## src/rtl/real_accum_pkg.sv

```systemverilog
// rtl/real_accum_pkg.sv - state type, width helper and round-robin pick function for the shared accumulator
package real_accum_pkg;

    typedef enum logic [1:0] {
        IDLE = 2'd0,
        ACC  = 2'd1,
        HOLD = 2'd2
    } accum_state_e;

    localparam int RR_MAX_N = 8;

    // One guard bit beyond log2(count) keeps the worst-case negative sum representable.
    function automatic int acc_width(input int width, input int count);
        return width + $clog2(count) + 1;
    endfunction

    function automatic logic [RR_MAX_N-1:0] rr_pick(
        input logic [RR_MAX_N-1:0] valid,
        input logic [2:0]          ptr,
        input int                  n
    );
        logic [RR_MAX_N-1:0] grant;
        logic                found;
        logic [31:0]         idx;
        grant = '0;
        found = 1'b0;
        for (int i = 1; i <= RR_MAX_N; i++) begin
            idx = (int'(ptr) + i) % n;
            if (!found && (i <= n) && valid[idx[2:0]]) begin
                grant[idx[2:0]] = 1'b1;
                found           = 1'b1;
            end
        end
        return grant;
    endfunction

endpackage

```

## src/rtl/rr_arbiter.sv

```systemverilog
// rtl/rr_arbiter.sv - N-input round-robin one-hot arbiter with a persistent last-grant pointer
module rr_arbiter
    import real_accum_pkg::*;
#(
    parameter int N = 2
) (
    input  logic         clk,
    input  logic         rst_n,
    input  logic         cke,
    input  logic         en,
    input  logic [N-1:0] req,
    output logic [N-1:0] gnt
);

    localparam int PTR_W = $clog2(N);

    logic [PTR_W-1:0]    ptr;
    logic [PTR_W-1:0]    ptr_next;
    logic [RR_MAX_N-1:0] req_ext;
    logic [2:0]          ptr_ext;
    logic [N-1:0]        pick;

    always_comb begin
        req_ext = '0;
        req_ext[N-1:0] = req;
        ptr_ext = '0;
        ptr_ext[PTR_W-1:0] = ptr;
        pick = N'(rr_pick(req_ext, ptr_ext, N));
        gnt  = (en && cke) ? pick : '0;
        ptr_next = ptr;
        for (int k = 0; k < N; k++) begin
            if (gnt[k]) begin
                ptr_next = PTR_W'(k);
            end
        end
    end

    // Starting at N-1 gives requester 0 first priority after reset.
    always_ff @(posedge clk or negedge rst_n) begin
        if (!rst_n) begin
            ptr <= PTR_W'(N - 1);
        end else if (cke && (|gnt)) begin
            ptr <= ptr_next;
        end
    end

endmodule

```

## src/rtl/real_rr_accum_ctrl.sv

```systemverilog
// rtl/real_rr_accum_ctrl.sv - round-robin shared fixed-point accumulator; optional REAL_ACC_STALL_CNT_EN adds stall_cnt_o
module real_rr_accum_ctrl
    import real_accum_pkg::*;
#(
    parameter int  N     = 2,
    parameter int  WIDTH = 16,
    parameter int  EXP   = -8,
    parameter int  COUNT = 4,
    localparam int ACC_W = acc_width(WIDTH, COUNT)
) (
    input  logic               clk_i,
    input  logic               rst_ni,
    input  logic               cke_i,
    input  logic               start_i,
    input  logic [N-1:0]       in_valid_i,
    input  logic [N*WIDTH-1:0] in_data_i,
    output logic [N-1:0]       in_ready_o,
    output logic               out_valid_o,
    output logic [ACC_W-1:0]   out_data_o,
    input  logic               out_ready_i,
    output logic               busy_o
`ifdef REAL_ACC_STALL_CNT_EN
    ,
    output logic [15:0]        stall_cnt_o
`endif
);

    localparam int CNT_W = (COUNT > 1) ? $clog2(COUNT) : 1;
    // EXP only names the fixed-point scale; the sum keeps the input exponent.
    localparam int unused_exp = EXP;

    accum_state_e     state;
    accum_state_e     state_next;
    logic [ACC_W-1:0] acc;
    logic [CNT_W-1:0] cnt;
    logic [N-1:0]     gnt;
    logic [WIDTH-1:0] sel_data;
    logic [ACC_W-1:0] sel_ext;
    logic             accept;
    logic             last_accept;
    logic             out_hs;

    rr_arbiter #(.N(N)) u_arb (
        .clk   (clk_i),
        .rst_n (rst_ni),
        .cke   (cke_i),
        .en    (state == ACC),
        .req   (in_valid_i),
        .gnt   (gnt)
    );

    assign in_ready_o  = gnt;
    assign accept      = |gnt;
    assign last_accept = accept && (cnt == CNT_W'(COUNT - 1));
    assign out_hs      = cke_i && (state == HOLD) && out_ready_i;

    always_comb begin
        sel_data = '0;
        for (int k = 0; k < N; k++) begin
            if (gnt[k]) begin
                sel_data = in_data_i[k*WIDTH +: WIDTH];
            end
        end
        sel_ext = {{(ACC_W-WIDTH){sel_data[WIDTH-1]}}, sel_data};
    end

    always_comb begin
        state_next  = state;
        out_valid_o = 1'b0;
        out_data_o  = '0;
        busy_o      = 1'b1;
        case (state)
            IDLE: begin
                busy_o = 1'b0;
                if (cke_i && start_i) begin
                    state_next = ACC;
                end
            end
            ACC: begin
                if (last_accept) begin
                    state_next = HOLD;
                end
            end
            HOLD: begin
                out_valid_o = 1'b1;
                out_data_o  = acc;
                if (out_hs) begin
                    state_next = start_i ? ACC : IDLE;
                end
            end
            default: state_next = IDLE;
        endcase
    end

    always_ff @(posedge clk_i or negedge rst_ni) begin
        if (!rst_ni) begin
            state <= IDLE;
        end else if (cke_i) begin
            state <= state_next;
        end
    end

    always_ff @(posedge clk_i or negedge rst_ni) begin
        if (!rst_ni) begin
            acc <= '0;
            cnt <= '0;
        end else if (cke_i) begin
            if ((state == IDLE) && start_i) begin
                acc <= '0;
                cnt <= '0;
            end else if (accept) begin
                acc <= acc + sel_ext;
                cnt <= last_accept ? '0 : cnt + 1'b1;
            end else if (out_hs) begin
                acc <= '0;
                cnt <= '0;
            end
        end
    end

`ifdef REAL_ACC_STALL_CNT_EN
    always_ff @(posedge clk_i or negedge rst_ni) begin
        if (!rst_ni) begin
            stall_cnt_o <= '0;
        end else if (cke_i && (state == HOLD) && !out_ready_i && (stall_cnt_o != 16'hFFFF)) begin
            stall_cnt_o <= stall_cnt_o + 16'd1;
        end
    end
`endif

endmodule

```

## config.mk

```make
export PLATFORM = sky130hd
export DESIGN_NAME = real_rr_accum_ctrl
export DESIGN_NICKNAME = d
export VERILOG_FILES = /design/src/rtl/real_accum_pkg.sv /design/src/rtl/rr_arbiter.sv /design/src/rtl/real_rr_accum_ctrl.sv
export SDC_FILE = /design/constraint.sdc
export NUM_CORES = 1
export LEC_CHECK = 0
export BUFFER_PORTS_ARGS = -buffer_cell sky130_fd_sc_hd__buf_2
export CAP_MARGIN = 10
export CORE_MARGIN = 4
export CORE_UTILIZATION = 50
export DETAILED_ROUTE_END_ITERATION = 6
export PLACE_DENSITY_LB_ADDON = 0.2
export RECOVER_POWER = 50
export SETUP_SLACK_MARGIN = 0.2
export SLEW_MARGIN = 15
export SYNTH_ARGS = -nofsm -noshare
export SYNTH_HDL_FRONTEND = slang
export SYNTH_SLANG_ARGS = --single-unit
```

## constraint.sdc

```tcl
create_clock -name clk_i -period 4.35 [get_ports clk_i]
set_input_delay 0.6525 -clock clk_i [delete_from_list [all_inputs] [get_ports clk_i]]
set_output_delay 0.6525 -clock clk_i [all_outputs]
set_load 0.05 [all_outputs]
```

==> results.sh, run 1 <==
export IMPL_post_route_period_util_pct=84.49
export IMPL_crit_fanout=10
export IMPL_syn_nets=312
export IMPL_ys_seq_area_share_pct=28.11
export IMPL_cp_end_kind="flop"
export IMPL_outcome="complete, but fails checks"
export IMPL_final_nets=368
export IMPL_ctsHoldBuffers=0
export IMPL_place_congestion=0.8937
export IMPL_gr_total_overflow=0
export IMPL_power_leakage_nw=1.293
export IMPL_grt_max_degree=25
export IMPL_preCtsSetupSlack_ns=0.6982
export IMPL_ctsResizeCount=0
export IMPL_design_core_area_sq_mm=0.004058
export IMPL_power_density_mw_per_mm2=587.8
export IMPL_cts_buffer_depth=2
export IMPL_utilization_pct=62.32
export IMPL_timing_max_cap_violations=1
export IMPL_cts_root_buf="clkbuf_8"
export IMPL_tritoncts="done"
export IMPL_remaining_drc_errors=0
export IMPL_numCtsBuffers=3
export IMPL_io_buffer_count=61
export IMPL_syn_avg_cell_area_sq_um=8.495
export IMPL_routedWlPerCell_microns=15.17
export IMPL_drtAntennaViolNets=0
export IMPL_finalSetupViolCount=0
export IMPL_yosysUniqueCellTypes=46
export IMPL_holdWs_ns=0.5044
export IMPL_grt_pass1_wl_microns=8707
export IMPL_peakVddDrop_mv=0.2785
export IMPL_die_width_microns=73.44
export IMPL_netlist_area_sq_mm=0.002141
export IMPL_routed_via_density=5.711
export IMPL_max_freq_mhz=272.1
export IMPL_row_count=23
export IMPL_die_h_microns=73.44
export IMPL_grt_total_usage_pct=20.42
export IMPL_die_area_sq_mm=0.005393
export IMPL_hpwl_microns=4165
export IMPL_clock_skew_ns=0.003626
export IMPL_floorplan_initialDensity_pct=52.76
export IMPL_ys_seq_elements=24
export IMPL_dr_first_iter_drc_count=95
export IMPL_area_growth_pct=18.12
export IMPL_timing_rr_start="state[1]"
export IMPL_synth_edf_count=0
export IMPL_cp_start_kind="input port"
export IMPL_drt_total_wl_microns=5414
export IMPL_drv_slew=22
export IMPL_ios=62
export IMPL_cp_startpoint="cke_i"
export IMPL_violations="max-capacitance violations, max-slew violations"
export IMPL_clkSlewWorstSetupHoldPaths_ns=0.10
export IMPL_required_ns=4.53
export IMPL_grt_pass1_vias=1907
export IMPL_htreeDepth=1
export IMPL_cp_arrival_ns=3.85
export IMPL_period_needed_ns=3.675
export IMPL_synthArstFlopShare_pct=100.0
export IMPL_rsz0062_at_grt="false"
export IMPL_drive_above_1_share_pct=23.13
export IMPL_ys_warn_count=0
export IMPL_drt_pass1_iter_count=4
export IMPL_synthFlopType="dfrtp_1"
export IMPL_insertion_delay_ns=0.27
export IMPL_via_count=2039
export IMPL_antenna_found_initial=0
export IMPL_postSynthCellCount=252
export IMPL_insertedDiodeCount=0
export IMPL_hold_viol_final=0
export IMPL_postCtsSetupRepairBufs=0
export IMPL_slew_headroom_pct=-62.29
export IMPL_crit_type="input port to flop"
export IMPL_setup_tns_ns=0
export IMPL_hold_path_class="flop to flop"
export IMPL_worstHoldStart="cnt[0]"
export IMPL_clock_sinks=24
export IMPL_worstMarginPinSlew_ns=2.409
export IMPL_setup_slack_ns=0.6745
[per-layer routing]
layer	part of all wire, %	global-route usage [%]	wire, microns	vias up
li1	-	-	-	1035
met1	45	26.57	2410	955
met2	50	36.15	2703	47
met3	5.1	2.873	276	2
met4	0.42	3.823	23	0
met5	0	0	0	-
[stage by stage]
step | instance area (sq um) | total power [mW] | instances
2_1_floorplan | 2141 | 1.102 | 252
3_3_place_gp | 2477 | 1.282 | 353
3_5_place_dp | 2477 | 1.296 | 353
4_1_cts | 2549 | 1.502 | 357
5_1_grt | 2529 | 1.620 | 357
6_report | 2529 | 1.486 | 357
[cell usage in the layout, fill, tap and decap left out, types with 8 or more instances in the layout]
| cell | n |
|---|---|
| o21ai_0 | 9 |
| a22o_1 | 19 |
| xnor2_1 | 8 |
| nand2_1 | 27 |
| a21oi_1 | 14 |
| buf_2 | 55 |
| dfrtp_1 | 23 |
| ha_1 | 20 |
| o21ai_1 | 20 |
| and2_1 | 20 |
[Yosys cell counts, drive strengths merged (4+ instances only)]
cell type,count,area (sq um)
a21oi,16,87.59
a22o,19,166.4
clkbuf,6,22.52
xor2,6,52.55
a21o,5,37.54
o21ai,30,153.9
nor2,6,22.52
and2,20,125.1
and3,4,25.02
xnor2,8,70.07
dfrtp,23,575.6
nand2,27,101.4
buf,8,42.54
nand4,4,25.02
nand3,4,20.02
ha,20,250.2
inv,9,33.79
nand2b,6,37.54
[cell type report]
class | count | area, sq um
Timing Repair Buffer | 65 | 324.1
Fill cell | 370 | 1529
Inverter | 9 | 33.78
Sequential cell | 24 | 601.8
Tap cell | 50 | 62.56
Multi-Input combinational cell | 205 | 1435
Clock buffer | 3 | 41.29
Clock inverter | 1 | 30.03
[flip-flops by register name, summed over array words and instances (netlist names)]
name	count
acc	19
state	2
u_arb.ptr	1
cnt	2
[where the power goes]
| group | switching (mW) | internal [mW] |
|---|---|---|
| sequential | 0.0879 | 0.330 |
| combinational | 0.519 | 0.346 |
| clock | 0.0803 | 0.123 |
| total | 0.687 | 0.800 |
[worst max-delay path: stages]
cell and delay, ns:
clkbuf_1 0.15, inv_2 0.05, nor3b_1 0.37, and3_1 0.46, clkbuf_1 0.38, a22o_1 0.21, ha_1 0.30, a21oi_1 0.23
and3b_1 0.21, a311oi_2 0.25, a21oi_2 0.10, o21a_1 0.19, o311ai_1 0.27
[cells by family after synthesis]
group	Yosys count	share of synthesized area, %
simple gates	76	18.47
flops	24	28.11
compound gates	93	29.98
buf+inv	23	4.617
fa+ha+maj	21	12.62
xor+xnor	14	5.728
mux	1	0.4676
[path summary, 6_finish.rpt]
check / slack (ns) / depth (start not counted) / to
hold reg to reg: 0.50 / 1 / cnt[0]
max in group asynchronous: 2.85 / 1 / acc[8]
setup / recovery: 0.67 / 13 / acc[18]
setup reg to reg: 0.79 / 11 / acc[18]
hold / removal: 0.50 / 1 / cnt[0]
min in group asynchronous: 0.68 / 1 / acc[1]
Note: power is estimated with default switching activity, not from simulation.
==> run 2, diff against run 1 <==
--- a/config.mk
+++ b/config.mk
@@ -5,6 +5,7 @@
 export SDC_FILE = /design/constraint.sdc
 export NUM_CORES = 1
 export LEC_CHECK = 0
+export ABC_AREA = 1
 export BUFFER_PORTS_ARGS = -buffer_cell sky130_fd_sc_hd__buf_2
 export CAP_MARGIN = 10
 export CORE_MARGIN = 4
==> constraint.sdc (replaced) <==
create_clock -name clk_i -period 3.55 [get_ports clk_i]
set_input_delay 0.5325 -clock clk_i [delete_from_list [all_inputs] [get_ports clk_i]]
set_output_delay 0.5325 -clock clk_i [all_outputs]
set_load 0.05 [all_outputs]
==> results.sh, run 2 <==
export IMPL_peakVddDrop_mv=0.3424
export IMPL_cts_root_buf="clkbuf_8"
export IMPL_via_count=2550
export IMPL_drt_total_wl_microns=6580
export IMPL_place_congestion=0.8850
export IMPL_grt_max_degree=25
export IMPL_power_density_mw_per_mm2=733.6
export IMPL_utilization_pct=61.12
export IMPL_row_count=24
export IMPL_layout_cells_most_common="nand2_1"
export IMPL_syn_avg_cell_area_sq_um=6.372
export IMPL_yosysTopAreaCell="dfrtp_1"
export IMPL_io_buffer_count=61
export IMPL_ctsResizeCount=0
export IMPL_yosys_area_top_type_share_pct=24.55
export IMPL_cp_arrival_ns=3.21
export IMPL_clock_sinks=24
export IMPL_reg_top3="acc x19, cnt x2, state x2"
export IMPL_drt_pass1_iter_count=4
export IMPL_remaining_drc_errors=0
export IMPL_setup_slack_ns=0.5143
export IMPL_ys_seq_elements=24
export IMPL_synthFlopType="dfrtp_1"
export IMPL_crit_type="flop to flop"
export IMPL_reg2reg_depth=17
export IMPL_insertedDiodeCount=0
export IMPL_die_width_microns=76.48
export IMPL_syn_nets=428
export IMPL_r2r_setup_slack_ns=0.51
export IMPL_cp_start_kind="flop"
export IMPL_ys_warn_count=0
export IMPL_setup_worst_path_end="acc[16]"
export IMPL_drv_slew=0
export IMPL_gr_total_overflow=0
export IMPL_worstMarginPinSlew_ns=1.466
export IMPL_tritoncts="done"
export IMPL_cp_startpoint="state[1]"
export IMPL_grt_pass1_vias=2541
export IMPL_setup_tns_ns=0
export IMPL_yosys_top_cells_count="nand2_1, inv_1, nor2_1, nand3_1, a21oi_1"
export IMPL_required_ns=3.72
export IMPL_ctsHoldBuffers=0
export IMPL_hold_viol_final=0
export IMPL_final_nets=489
export IMPL_ys_top_cells_by_area="dfrtp_1, nand2_1, ha_1, inv_1, nor2_1"
export IMPL_post_dp_cell_area_sq_mm=0.002686
export IMPL_clock_skew_ns=0.003153
export IMPL_htreeDepth=1
export IMPL_drive_above_1_share_pct=16.59
export IMPL_design_core_area_sq_mm=0.004444
export IMPL_holdPathStages=1
export IMPL_power_leakage_nw=1.611
export IMPL_reg2reg_to="acc[16]"
export IMPL_die_area_sq_mm=0.005849
export IMPL_routedWlPerCell_microns=13.71
export IMPL_preCtsSetupSlack_ns=0.4385
export IMPL_hpwl_microns=4949
export IMPL_layout_common_cells="nand2_1, buf_2, inv_1, nor2_1, nand3_1"
export IMPL_routed_via_density=5.313
export IMPL_postSynthCellCount=368
export IMPL_path_common_cell="nand2_1"
export IMPL_post_route_period_util_pct=85.51
export IMPL_cpPeakStageDelay_ns=0.61
export IMPL_clkSlewWorstSetupHoldPaths_ns=0.09
export IMPL_synthArstFlopShare_pct=100.0
export IMPL_netlist_area_sq_mm=0.002345
export IMPL_period_needed_ns=3.036
export IMPL_max_freq_mhz=329.4
export IMPL_slew_headroom_pct=2.292
export IMPL_ios=62
export IMPL_hold_path_class="flop to flop"
export IMPL_grt_pass1_wl_microns=11520
export IMPL_area_growth_pct=15.85
export IMPL_rsz0062_at_grt="false"
export IMPL_drtAntennaViolNets=0
export IMPL_path_cells="inv_2 -> nand3_2 -> nor2_1 -> a22o_1 -> ha_1 -> inv_1 -> fa_1 -> inv_1 -> nand3_1 -> nand3_1 -> nand2_1 -> nand2_1 -> nand3_1 -> nand2_1 -> nand2_1 -> nand3_1 -> nand2_1"
export IMPL_numCtsBuffers=3
export IMPL_ys_seq_area_share_pct=25.67
export IMPL_postCtsSetupRepairBufs=0
export IMPL_crit_fanout=9
export IMPL_die_h_microns=76.48
export IMPL_yosysMostFrequentCell="nand2_1"
export IMPL_cp_end_kind="flop"
export IMPL_critPathSlowestCell="nor2_1"
export IMPL_cts_buffer_depth=2
export IMPL_outcome="complete, no violations"
export IMPL_antenna_found_initial=0
export IMPL_timing_max_cap_violations=0
export IMPL_dr_first_iter_drc_count=157
export IMPL_top_register="acc"
export IMPL_largest_reg_flops=19
export IMPL_fin_area_sq_mm=0.002716
export IMPL_yosysUniqueCellTypes=28
export IMPL_finalSetupViolCount=0
export IMPL_grt_total_usage_pct=23.27
export IMPL_floorplan_initialDensity_pct=52.76
export IMPL_insertion_delay_ns=0.28
export IMPL_timing_rr_start="state[1]"
export IMPL_synth_edf_count=0
## run 2: cell count changes in the layout (fill, tap and decap cells not counted), sizes merged, moves of 8 or more
cell	delta
a21oi	+8
and2	-20
inv	+43
nand2	+90
nand3	+28
nor2	+37
o21ai	-12
xnor2	-8
## run 2: report_power, final
| part | switching, mW | internal, mW |
|---|---|---|
| clock | 0.0998 | 0.0994 |
| combinational | 0.837 | 0.430 |
| sequential | 0.112 | 0.414 |
| total | 1.05 | 0.944 |
## run 2: kinds of logic after synthesis
| family | count (synthesis) | share of synthesized area, % |
|---|---|---|
| adder cells (fa/ha/maj) | 21 | 11.53 |
| AO/OA/AOI/OAI | 62 | 16.38 |
| buffers and inverters | 60 | 10.51 |
| AND/OR/NAND/NOR | 201 | 35.91 |
| flip-flops | 24 | 25.67 |
## run 2: worst max-delay path, delay by kind of cell (launching register included)
kind | cells | cell delay, ns
flops | 1 | 0.40
compound gates | 1 | 0.26
simple gates | 11 | 1.46
buf+inv | 3 | 0.27
fa+ha+maj | 2 | 0.54
## run 2: layer usage
metal / part of all wire, % / GRT usage [%] / vias up
li1: - / - / 1319
met2: 46 / 39.72 / 76
met4: 1.1 / 4.710 / 0
met1: 48 / 31.69 / 1148
met3: 5.3 / 2.600 / 7
met5: 0 / 0 / -
## run 2: metrics by stage
| stage | instances | hold WS [ns] | power, mW |
|---|---|---|---|
| finish | 480 | 0.5117 | 1.993 |
| global route | 480 | 0.5281 | 2.216 |
| CTS | 480 | 0.2706 | 2.008 |
| detailed placement | 476 | 0.4957 | 1.793 |
| global placement | 476 | 0.4869 | 1.766 |
| floorplan | 368 | 0.2369 | 1.503 |
## run 2: cell type report
| cell class | instances | area [sq um] |
|---|---|---|
| Sequential cell | 24 | 601.8 |
| Inverter | 52 | 195.2 |
| Clock buffer | 4 | 55.05 |
| Tap cell | 52 | 65.06 |
| Timing Repair Buffer | 64 | 314.1 |
| Fill cell | 462 | 1728 |
| Multi-Input combinational cell | 284 | 1485 |
## run 2: worst min-delay path by stage
| stage | start | slack, ns | end |
|---|---|---|---|
| 6_report | cnt[0] | 0.51 | cnt[0] |
| 5_1_grt | cnt[1] | 0.53 | cnt[1] |
| 4_1_cts | rst_ni | 0.27 | acc[6] |
| 3_5_place_dp | cnt[1] | 0.50 | cnt[1] |
| 3_3_place_gp | cnt[0] | 0.49 | cnt[0] |
| 2_1_floorplan | rst_ni | 0.24 | acc[0] |
==> run 3, diff against run 2 <==
--- a/config.mk
+++ b/config.mk
@@ -10,6 +10,7 @@
 export CAP_MARGIN = 10
 export CORE_MARGIN = 4
 export CORE_UTILIZATION = 50
+export CTS_BUF_LIST = sky130_fd_sc_hd__clkbuf_16
 export DETAILED_ROUTE_END_ITERATION = 6
 export PLACE_DENSITY_LB_ADDON = 0.2
 export RECOVER_POWER = 50
==> results.sh, run 3 (synthesized netlist as in run 2, its figures left out) <==
export IMPL_crit_type="flop to flop"
export IMPL_die_h_microns=76.48
export IMPL_ios=62
export IMPL_timing_max_cap_violations=0
export IMPL_hold_viol_final=0
export IMPL_ctsHoldBuffers=0
export IMPL_drt_total_wl_microns=6581
export IMPL_layout_common_cells="nand2_1, buf_2, inv_1, nor2_1, nand3_1"
export IMPL_rsz0062_at_grt="false"
export IMPL_clkSlewWorstSetupHoldPaths_ns=0.07
export IMPL_drtAntennaViolNets=0
export IMPL_required_ns=3.71
export IMPL_holdWs_ns=0.5075
export IMPL_cp_end_kind="flop"
export IMPL_slew_headroom_pct=2.759
export IMPL_antenna_found_initial=0
export IMPL_clock_skew_ns=0.001414
export IMPL_drive_above_1_share_pct=16.36
export IMPL_reg_top3="acc x19, cnt x2, state x2"
export IMPL_dr_first_iter_drc_count=152
export IMPL_setup_tns_ns=0
export IMPL_power_total_mw=2.054
export IMPL_clock_sinks=24
export IMPL_via_count=2549
export IMPL_period_needed_ns=3.046
export IMPL_preCtsSetupSlack_ns=0.4385
export IMPL_setup_slack_ns=0.5036
export IMPL_postCtsSetupRepairBufs=0
export IMPL_grt_pass1_wl_microns=11540
export IMPL_final_nets=489
export IMPL_die_width_microns=76.48
export IMPL_grt_total_usage_pct=23.37
export IMPL_gr_total_overflow=0
export IMPL_outcome="complete, no violations"
export IMPL_remaining_drc_errors=0
export IMPL_routedWlPerCell_microns=13.71
export IMPL_drv_slew=0
export IMPL_area_growth_pct=16.86
export IMPL_cp_start_kind="flop"
export IMPL_max_freq_mhz=328.3
export IMPL_design_core_area_sq_mm=0.004444
export IMPL_crit_fanout=9
export IMPL_layout_cells_most_common="nand2_1"
export IMPL_peakVddDrop_mv=0.3575
export IMPL_hold_path_class="flop to flop"
export IMPL_io_buffer_count=61
export IMPL_largest_reg_flops=19
export IMPL_row_count=24
export IMPL_cts_root_buf="clkbuf_16"
export IMPL_floorplan_initialDensity_pct=52.76
export IMPL_numCtsBuffers=3
export IMPL_worstMarginPinSlew_ns=1.459
export IMPL_top_register="acc"
export IMPL_post_route_period_util_pct=85.81
export IMPL_finalSetupViolCount=0
export IMPL_tritoncts="done"
export IMPL_cp_arrival_ns=3.20
export IMPL_utilization_pct=61.66
export IMPL_grt_pass1_vias=2549
export IMPL_die_area_sq_mm=0.005849
export IMPL_cts_buffer_depth=2
export IMPL_n_fill_cell=456
export IMPL_insertedDiodeCount=0
export IMPL_routed_via_density=5.310
export IMPL_insertion_delay_ns=0.26
export IMPL_drt_pass1_iter_count=4
export IMPL_ctsResizeCount=0
export IMPL_place_congestion=0.8850
export IMPL_power_leakage_nw=1.621
export IMPL_grt_max_degree=25
export IMPL_power_density_mw_per_mm2=749.8
export IMPL_htreeDepth=1
export IMPL_hpwl_microns=4949
## run 3: cell count changes in the layout (fill, tap and decap cells not counted)
cell,delta
clkbuf_8,-4
clkinv_1,+1
clkbuf_16,+3
## run 3: metal layers
layer / part of all wire [%] / track usage [%] / vias up / wire [microns]
li1: - / - / 1322 / -
met2: 46 / 39.54 / 74 / 3028
met3: 5.6 / 2.719 / 7 / 370
met1: 47 / 31.69 / 1146 / 3109
met5: 0 / 0 / - / 0
met4: 1.1 / 5.616 / 0 / 72
## run 3: cell type report
| cell class | count | area (sq um) | share of cell area [%] |
|---|---|---|---|
| flip-flops and latches | 24 | 601.8 | 21.96 |
| well taps | 52 | 65.06 | 2.374 |
| clock buffers | 3 | 75.07 | 2.740 |
| repair buffers | 64 | 314.1 | 11.46 |
| inverters | 52 | 195.2 | 7.123 |
| multi-input cells | 284 | 1485 | 54.20 |
| clock inverters | 1 | 3.754 | 0.1370 |
## run 3: worst paths after layout
| check | startpoint | endpoint | slack [ns] | cells after the start |
|---|---|---|---|---|
| setup / recovery | state[1] | acc[16] | 0.50 | 17 |
| hold / removal | cnt[0] | cnt[0] | 0.51 | 1 |
| setup reg to reg | state[1] | acc[16] | 0.50 | 17 |
| hold reg to reg | cnt[0] | cnt[0] | 0.51 | 1 |
| max in group asynchronous | rst_ni | acc[1] | 2.10 | 1 |
| min in group asynchronous | rst_ni | acc[6] | 0.60 | 1 |
## run 3: stage by stage
| step | std cells | cell area (sq um) |
|---|---|---|
| 4_1_cts | 480 | 2765 |
| 2_1_floorplan | 368 | 2345 |
| 5_1_grt | 480 | 2740 |
| 3_5_place_dp | 476 | 2686 |
| 3_3_place_gp | 476 | 2686 |
| 6_report | 480 | 2740 |
## run 3: critical path, stage by stage (launching register included)
cell     delay, ns
dfrtp_1       0.39
inv_2         0.10
nand3_2       0.08
nor2_1        0.61
a22o_1        0.26
ha_1          0.19
inv_1         0.07
fa_1          0.35
inv_1         0.11
nand3_1       0.08
nand3_1       0.14
nand2_1       0.07
nand2_1       0.14
nand3_1       0.12
nand2_1       0.08
nand2_1       0.05
nand3_1       0.06
nand2_1       0.05
## run 3: power by group
part / internal (mW) / leakage [nW] / switching (mW) / total (mW)
Clock: 0.151 / 0.0385 / 0.108 / 0.259
Sequential: 0.415 / 0.291 / 0.113 / 0.528
Combinational: 0.431 / 1.29 / 0.837 / 1.27
